[src/rtl/nes_pio_pkg.sv]
// Shared constants for the NES PIO family: Avalon register map and edge-capture modes.
package nes_pio_pkg;

    typedef enum logic [1:0] {
        ADDR_DATA = 2'd0,
        ADDR_RSVD = 2'd1,
        ADDR_MASK = 2'd2,
        ADDR_EDGE = 2'd3
    } pio_addr_e;

    localparam int EDGE_RISE = 0;
    localparam int EDGE_FALL = 1;
    localparam int EDGE_ANY  = 2;

endpackage

[src/rtl/nes_pio_in_edge_if.sv]
// Avalon-MM slave bus bundle shared by the NES PIO blocks.
interface nes_pio_in_edge_if;
    logic [1:0]  address;
    logic        chipselect;
    logic        write_n;
    logic [31:0] writedata;
    logic [31:0] readdata;

    modport master (
        output address, chipselect, write_n, writedata,
        input  readdata
    );

    modport slave (
        input  address, chipselect, write_n, writedata,
        output readdata
    );
endinterface

[src/rtl/nes_pio_sync.sv]
// Multi-flop synchroniser for an asynchronous bus, WIDTH bits by STAGES deep.
module nes_pio_sync #(
    parameter int WIDTH  = 24,
    parameter int STAGES = 2
) (
    input  logic             clk,
    input  logic             reset_n,
    input  logic [WIDTH-1:0] d,
    output logic [WIDTH-1:0] q
);

    logic [STAGES-1:0][WIDTH-1:0] stage_q;
    logic [STAGES-1:0][WIDTH-1:0] stage_d;

    always_comb begin
        stage_d = {stage_q[STAGES-2:0], d};
    end

    always_ff @(posedge clk or negedge reset_n) begin
        if (!reset_n) begin
            stage_q <= '0;
        end else begin
            stage_q <= stage_d;
        end
    end

    assign q = stage_q[STAGES-1];

endmodule

[src/rtl/nes_pio_in_edge.sv]
// Avalon-MM input PIO: synchronised level register, per-bit edge capture,
// interrupt mask and a level-sensitive registered IRQ.
module nes_pio_in_edge
    import nes_pio_pkg::*;
#(
    parameter int               WIDTH       = 24,
    parameter int               SYNC_STAGES = 2,
    parameter int               EDGE_TYPE   = EDGE_RISE,
    parameter logic [WIDTH-1:0] RESET_MASK  = '0
) (
    input  logic                clk,
    input  logic                reset_n,
    nes_pio_in_edge_if.slave    bus,
    input  logic [WIDTH-1:0]    in_port,
    output logic                irq
);

    localparam logic [2:0] PRIME_DONE = 3'(SYNC_STAGES + 1);

    logic [WIDTH-1:0] sync;
    logic [WIDTH-1:0] prev_q,     prev_d;
    logic [2:0]       prime_q,    prime_d;
    logic [WIDTH-1:0] edgecap_q,  edgecap_d;
    logic [WIDTH-1:0] irqmask_q,  irqmask_d;
    logic [31:0]      readdata_q, readdata_d;
    logic             irq_q,      irq_d;

    logic             primed;
    logic             wr_en;
    pio_addr_e        addr;
    logic [WIDTH-1:0] rise, fall, ev, clr;
    logic             unused_wdata;

    nes_pio_sync #(
        .WIDTH  (WIDTH),
        .STAGES (SYNC_STAGES)
    ) u_sync (
        .clk     (clk),
        .reset_n (reset_n),
        .d       (in_port),
        .q       (sync)
    );

    assign unused_wdata = ^bus.writedata;

    always_comb begin
        addr    = pio_addr_e'(bus.address);
        wr_en   = bus.chipselect & ~bus.write_n;
        primed  = (prime_q == PRIME_DONE);
        prime_d = primed ? prime_q : prime_q + 3'd1;
        prev_d  = sync;

        // Suppress edges until the synchroniser and prev hold post-reset samples.
        rise = sync & ~prev_q;
        fall = ~sync & prev_q;
        if (EDGE_TYPE == EDGE_FALL) begin
            ev = fall;
        end else if (EDGE_TYPE == EDGE_ANY) begin
            ev = rise | fall;
        end else begin
            ev = rise;
        end
        if (!primed) begin
            ev = '0;
        end

        clr = (wr_en && addr == ADDR_EDGE) ? bus.writedata[WIDTH-1:0] : '0;
        edgecap_d = (edgecap_q & ~clr) | ev;
        irqmask_d = (wr_en && addr == ADDR_MASK) ? bus.writedata[WIDTH-1:0] : irqmask_q;
        irq_d     = |(edgecap_q & irqmask_q);

        readdata_d = '0;
        case (addr)
            ADDR_DATA: readdata_d[WIDTH-1:0] = sync;
            ADDR_MASK: readdata_d[WIDTH-1:0] = irqmask_q;
            ADDR_EDGE: readdata_d[WIDTH-1:0] = edgecap_q;
            default:   readdata_d = '0;
        endcase
    end

    always_ff @(posedge clk or negedge reset_n) begin
        if (!reset_n) begin
            prev_q     <= '0;
            prime_q    <= '0;
            edgecap_q  <= '0;
            irqmask_q  <= RESET_MASK;
            readdata_q <= '0;
            irq_q      <= 1'b0;
        end else begin
            prev_q     <= prev_d;
            prime_q    <= prime_d;
            edgecap_q  <= edgecap_d;
            irqmask_q  <= irqmask_d;
            readdata_q <= readdata_d;
            irq_q      <= irq_d;
        end
    end

    assign bus.readdata = readdata_q;
    assign irq          = irq_q;

endmodule

[src/flat_wrapper.sv]
// flat-port wrapper written by rule: the top's interface ports become plain ports
module nes_pio_in_edge_flat import nes_pio_pkg::*;
#(
    parameter int               WIDTH       = 24,
    parameter int               SYNC_STAGES = 2,
    parameter int               EDGE_TYPE   = EDGE_RISE,
    parameter logic [WIDTH-1:0] RESET_MASK  = '0
)
  (clk, reset_n, in_port, irq, bus_address, bus_chipselect, bus_write_n, bus_writedata, bus_readdata);
  nes_pio_in_edge_if bus_i ();
  input  logic clk;
  input  logic reset_n;
  input  logic [WIDTH-1:0] in_port;
  output logic irq;
  input wire logic [$bits(bus_i.address)-1:0] bus_address;
  input wire logic [$bits(bus_i.chipselect)-1:0] bus_chipselect;
  input wire logic [$bits(bus_i.write_n)-1:0] bus_write_n;
  input wire logic [$bits(bus_i.writedata)-1:0] bus_writedata;
  output wire logic [$bits(bus_i.readdata)-1:0] bus_readdata;
  assign bus_i.address = bus_address;
  assign bus_i.chipselect = bus_chipselect;
  assign bus_i.write_n = bus_write_n;
  assign bus_i.writedata = bus_writedata;
  assign bus_readdata = bus_i.readdata;
  nes_pio_in_edge #(.WIDTH(WIDTH), .SYNC_STAGES(SYNC_STAGES), .EDGE_TYPE(EDGE_TYPE), .RESET_MASK(RESET_MASK)) u_core (.clk(clk), .reset_n(reset_n), .bus(bus_i), .in_port(in_port), .irq(irq));
endmodule
[config.mk]
export PLATFORM = sky130hd
export DESIGN_NAME = nes_pio_in_edge_flat
export DESIGN_NICKNAME = d
export VERILOG_FILES = /design/src/rtl/nes_pio_pkg.sv /design/src/rtl/nes_pio_in_edge_if.sv /design/src/rtl/nes_pio_sync.sv /design/src/rtl/nes_pio_in_edge.sv /design/src/flat_wrapper.sv
export SDC_FILE = /design/constraint.sdc
export NUM_CORES = 1
export LEC_CHECK = 0
export CORE_MARGIN = 10
export CORE_UTILIZATION = 45
export DETAILED_ROUTE_END_ITERATION = 8
export PLACE_DENSITY = 0.81
export SYNTH_ARGS = -nofsm -noshare
export SYNTH_HDL_FRONTEND = slang
export SYNTH_HIERARCHICAL = 1
export SYNTH_SLANG_ARGS = --single-unit
[constraint.sdc]
create_clock -name clk -period 2.08 [get_ports clk]
set_input_delay 0.416 -clock clk [delete_from_list [all_inputs] [get_ports clk]]
set_output_delay 0.416 -clock clk [all_outputs]
set_load 0.01 [all_outputs]
# Yosys cells after proc, flatten, opt, wreduce, memory -nomap -nowiden
# Cells that the tools add are included.
[word_totals]
out_inout_bits = 33
word_cells = 27
reg_bits = 148
[op_classes]
eq_ne = 3
mux = 3
bitwise = 8
reduce_logical = 4
addsub = 1
[op_table]
columns = ["op", "n"]
rows = [
  ["$and 24x24->24", 3],
  ["$pmux 24 s3", 1],
  ["$mux 24", 2],
  ["$not 24->24", 2],
  ["$or 24x24->24", 1],
  ["$reduce_or 24->1", 1],
  ["$eq 2x2->1 const B", 2],
  ["$add 3x1->3 const B", 1],
  ["$eq 3x2->1 const B", 1],
  ["$logic_and 1x1->1", 2],
  ["$logic_not 2->1", 1],
  ["$and 1x1->1", 1],
  ["$not 1->1", 1],
]

# Longest topological paths before layout
[logic_depth]
depth_word = 7
mapped_depth = 6

# Hierarchy
# The synthesis kept the hierarchy.
[by_module_without_submodules]
columns = ["module", "n_inst", "seq_area_each_um2", "cells_each", "area_per_inst_um2"]
rows = [
  ["nes_pio_in_edge", 1, 2502.4, 319, 4075.2],
  ["nes_pio_sync", 1, 1201.2, 48, 1201.2],
]

# Worst setup path after synthesis
# No wires, ideal clock.
[synth_timing]
path_type = "input to register"
start = "in bus_address[1]"
end = "reg u_core.irqmask_q[10]"
path_slack_ps = 650
path_buffers = 3
required_ps = 1955
arrival_time_ps = 1305
cell_stages = 5
path_cell_list = "buf_6 -> and4bb_1 -> buf_6 -> buf_6 -> mux2_4"
[synth_via]
elab_chain_cells = 2
[synth_rtl]
columns = ["item", "line", "text"]
rows = [
  ["start, declared", "flat_wrapper.sv:15", "input wire logic [$bits(bus_i.address)-1:0] bus_address;"],
  ["$eq 2x2->1", "nes_pio_in_edge.sv:69", "irqmask_d = (wr_en && addr == ADDR_MASK) ? bus.writedata[WIDTH-1:0] : irqmask_q;"],
  ["$logic_and 1x1->1", "nes_pio_in_edge.sv:69", ""],
  ["end signal, assigned", "nes_pio_in_edge.sv:93", "irqmask_q <= irqmask_d;"],
  ["end, declared", "nes_pio_in_edge.sv:24", "logic [WIDTH-1:0] irqmask_q, irqmask_d;"],
]
# No other way between the ends.
# A chain may end at the register's enable or synchronous reset.

# Worst setup path after layout
[layout_timing]
start = "reg u_core.prime_q[0]"
end = "reg u_core.edgecap_q[11]"
[layout_via]
elab_chain_cells = 3
[layout_rtl]
columns = ["item", "line", "text"]
rows = [
  ["start, declared", "nes_pio_in_edge.sv:22", "logic [2:0] prime_q, prime_d;"],
  ["start signal, assigned", "nes_pio_in_edge.sv:91", "prime_q <= prime_d;"],
  ["$eq 3x2->1", "nes_pio_in_edge.sv:49", "primed = (prime_q == PRIME_DONE);"],
  ["$mux 24", "nes_pio_in_edge.sv:63", "if (!primed) begin"],
  ["$or 24x24->24", "nes_pio_in_edge.sv:68", "edgecap_d = (edgecap_q & ~clr) | ev;"],
  ["via u_core.edgecap_d[11]", "nes_pio_in_edge.sv:23", "logic [WIDTH-1:0] edgecap_q, edgecap_d;"],
  ["end signal, assigned", "nes_pio_in_edge.sv:92", "edgecap_q <= edgecap_d;"],
  ["end, declared", "nes_pio_in_edge.sv:23", ""],
]
# The timed path passes the listed nets, and every way through them passes these cells.

==> impl_metrics.py <==
metrics = {
    "run_status": {
        "status": "finished clean",
    },
    "setup_path": {
        "reg2reg_depth": 5,
        "timing_worst_setup_path_type": "reg -> reg",
        "regToRegSetupSlack_ns": 0.34,
        "start_kind": "register",
        "setup.worst_path.end_class": "register",
        "worst_ep_required_time_ns": 2.42,
        "cp.arrival_ns": 2.08,
        "critical_path.reg2reg.startpoint": "u_core/prime_q[0]",
        "largest_fanout_on_the_critical_path": 16,
        "timing.rr.end": "u_core/edgecap_q[11]",
    },
    "synthesis": {
        "yosysTopAreaCell": "sky130_fd_sc_hd__dfrtp_1",
        "synthDistinctLibCells": 23,
        "synth_area_um2": 5280,
        "synthTopCellsByArea": "sky130_fd_sc_hd__dfrtp_1, sky130_fd_sc_hd__mux2_4, sky130_fd_sc_hd__mux2i_1, sky130_fd_sc_hd__nand2_1, sky130_fd_sc_hd__o2bb2ai_1",
        "synth-seq-cells": 148,
        "syn_inst": 367,
        "synth_top_area_share_pct": 70.2,
        "synthesis_warning_total": 6,
        "yosysSeqAreaShare_pct": 70.2,
        "synthesis.area_per_instance_um2": 14.4,
    },
    "global_routing": {
        "grt_pass1_vias": 3627,
        "globalRouteTotalUtil_pct": 14.9,
        "grt_start_max_net_pins": 59,
        "antenna_found_initial": 0,
        "wire_length_of_the_first_global_routing_pass_mm": 19.0,
        "grt.overflow.total": 0,
    },
    "final_layout": {
        "area.growth.synth_to_final_pct": 30.0,
        "finalNetCount": 525,
        "final_cell_mix": "sky130_fd_sc_hd__dfrtp_1, sky130_fd_sc_hd__clkdlybuf4s50_1, sky130_fd_sc_hd__nand2_1, sky130_fd_sc_hd__mux2i_1, sky130_fd_sc_hd__o21ai_0",
        "area.sequential_um2": 3700,
        "fill_cells": 855,
        "mostFrequentLayoutCell": "sky130_fd_sc_hd__dfrtp_1",
        "antenna_cells": 0,
        "final_layout_size_suffix_gt1_share_pct": 15.2,
        "layout_cell_area_excl_fill_um2": 6860,
        "area_of_combinational_cells_with_multiple_inputs_um2": 1390,
    },
    "cts": {
        "cts_tree": "built",
        "worstSkewPairLatency_ns": 0.42,
        "clock_root_cell": "sky130_fd_sc_hd__clkbuf_16",
        "path_clk_slew_ns": 0.06,
        "cts_hold_buf": 1,
        "clock_sinks": 148,
        "cts_made_buffers": 17,
        "cts_setup_buffers": 0,
        "ctsHtreeMaxLevel": 4,
        "postCtsResizedCells": 0,
        "max-clock-path-buffers": 2,
    },
    "power": {
        "pwr_dens_nw_per_um2": 1020,
        "vdd.ir_drop.worst_mv": 0.452,
        "power.static_leakage_nw": 3.03,
        "power.total_mw": 7.02,
    },
    "place": {
        "placement.setup.worst_slack_ns": 0.0750,
        "hpwlAfterDp_mm": 7.82,
        "io_buffer_count": 78,
        "place_area_um2": 6270,
        "routabilityCongestion": 0.789,
    },
    "floorplanning": {
        "fp.coreArea_um2": 11500,
        "die_x_um": 128,
        "fp.dieArea_um2": 16500,
        "row_count": 39,
        "initial_util_pct": 46.0,
        "design.portCount": 95,
        "fp.dieH_um": 128,
    },
    "routing": {
        "route.detailed.drc": 0,
        "initialDrtViolationCount": 295,
        "dr.pass1.iters": 4,
        "post_drt_via_cell_ratio": 5.18,
        "routed_wire_length_per_instance_um": 19.0,
        "route.final.wire_length_mm": 11.8,
        "drt.antenna.violating_nets": 0,
        "route.vias.total": 3195,
    },
    "timing": {
        "max_freq_mhz": 575,
        "number_of_max_slew_violations_in_the_final_report": 0,
        "fin_crit_sh_pct": 83.6,
        "slew-limit-headroom_pct": 63.1,
        "timing.final.ws_setup_ns": 0.341,
        "finClkSkew_ns": 0.00715,
        "final.min_clock_period_ns": 1.74,
        "tightestPinTransition_ns": 0.554,
        "timing_hold_violations_final": 0,
        "finalSetupViolCount": 0,
        "unrepaired_setup_endpoints_after_global_routing": "false",
        "fin_setup_tns_ns": 0,
    },
    "min_path": {
        "worst_hold_path.num_cells": 0,
        "hold_end": "u_core/u_sync/q[4]",
        "hp-start": "u_core/u_sync/stage_d[28]",
        "hold_path_class": "reg -> reg",
    },
    "job": {
        "maxCapViolations": 0,
    },
}
synth_stat cells:
cell type and count:
sky130_fd_sc_hd__dfrtp_1 148, sky130_fd_sc_hd__nand2_1 62, sky130_fd_sc_hd__mux2i_1 25, sky130_fd_sc_hd__o21ai_0 24, sky130_fd_sc_hd__mux2_4 20, sky130_fd_sc_hd__o2bb2ai_1 14, sky130_fd_sc_hd__a22oi_1 12, sky130_fd_sc_hd__inv_1 11
sky130_fd_sc_hd__a32o_1 10, sky130_fd_sc_hd__buf_4 9, sky130_fd_sc_hd__buf_2 8, sky130_fd_sc_hd__mux2_2 5, sky130_fd_sc_hd__buf_6 4, sky130_fd_sc_hd__clkbuf_1 3, sky130_fd_sc_hd__nand4_1 3, sky130_fd_sc_hd__ha_1 2
sky130_fd_sc_hd__and2_1 1, sky130_fd_sc_hd__and4b_1 1, sky130_fd_sc_hd__and4bb_1 1, sky130_fd_sc_hd__buf_1 1, sky130_fd_sc_hd__conb_1 1, sky130_fd_sc_hd__or3_1 1, sky130_fd_sc_hd__xnor2_1 1
worst max-delay path by stage:
| stage | from | end | slack (ns) | depth (start not counted) |
|---|---|---|---|---|
| after floorplan | bus_address[1] | u_core/irqmask_q[10] | 0.65 | 5 |
| after global placement | bus_address[0] | u_core/bus.readdata[22] | 0.15 | 6 |
| after detailed placement | bus_address[0] | u_core/bus.readdata[22] | 0.07 | 6 |
| after CTS | u_core/prime_q[0] | u_core/edgecap_q[11] | 0.32 | 5 |
| after global routing | u_core/prime_q[0] | u_core/edgecap_q[17] | 0.22 | 5 |
| final | u_core/prime_q[0] | u_core/edgecap_q[11] | 0.34 | 5 |
metal layers:
| metal | wire length, µm | GRT usage (%) | part of all wire [%] |
|---|---|---|---|
| met5 | 0 | 0 | 0 |
| met4 | 206 | 6.89 | 1.8 |
| met3 | 644 | 4.84 | 5.5 |
| met2 | 5960 | 24.4 | 51 |
| met1 | 4940 | 17.3 | 42 |
flip-flops by register name, summed over array words and instances (netlist names):
signal,cells
u_core/bus.readdata,24
u_core/edgecap_q,24
u_core/u_sync/q,24
u_core/u_sync/stage_d,24
u_core/irq,1
u_core/irqmask_q,24
u_core/prev_q,24
u_core/prime_q,3
layout make-up:
class,instances,area share (%)
Clock buffer,20,6.51
Tap cell,143,2.61
Clock inverter,12,1.92
Inverter,11,0.602
Sequential cell,148,54.0
Multi-Input combinational cell,190,20.3
Timing Repair Buffer,93,14.1
logic make-up after synthesis:
logic type | Yosys count | synth area share [%]
AO/OA/AOI/OAI | 60 | 8.21
XOR/XNOR | 1 | 0.166
adder cells (fa/ha/maj) | 2 | 0.474
buffers and inverters | 36 | 3.96
flip-flops | 148 | 70.2
multiplexers | 50 | 11.5
other | 1 | 0.0711
AND/OR/NAND/NOR | 69 | 5.43
critical path, stage by stage (launching register included):
cell                        delay, ns
sky130_fd_sc_hd__dfrtp_1         0.37
sky130_fd_sc_hd__ha_1            0.17
sky130_fd_sc_hd__ha_1            0.50
sky130_fd_sc_hd__buf_4           0.36
sky130_fd_sc_hd__nand2_1         0.09
sky130_fd_sc_hd__o2bb2ai_1       0.16
per-stage QoR:
step	instances	util (%)	hold WS, ns
detailed placement	584	54.7	0.335
CTS	617	59.8	0.347
finish	617	59.8	0.346
floorplan	374	-	0.120
global placement	584	54.7	0.331
global route	617	59.8	0.353
where the power goes:
group          leakage [nW]  switching [mW]  internal (mW)
Sequential             1.68           0.168           3.14
Clock                 0.272            1.17           1.80
Combinational          1.08           0.306          0.440
Total                  3.03            1.64           5.37
Note: power is estimated with default switching activity, not from simulation.
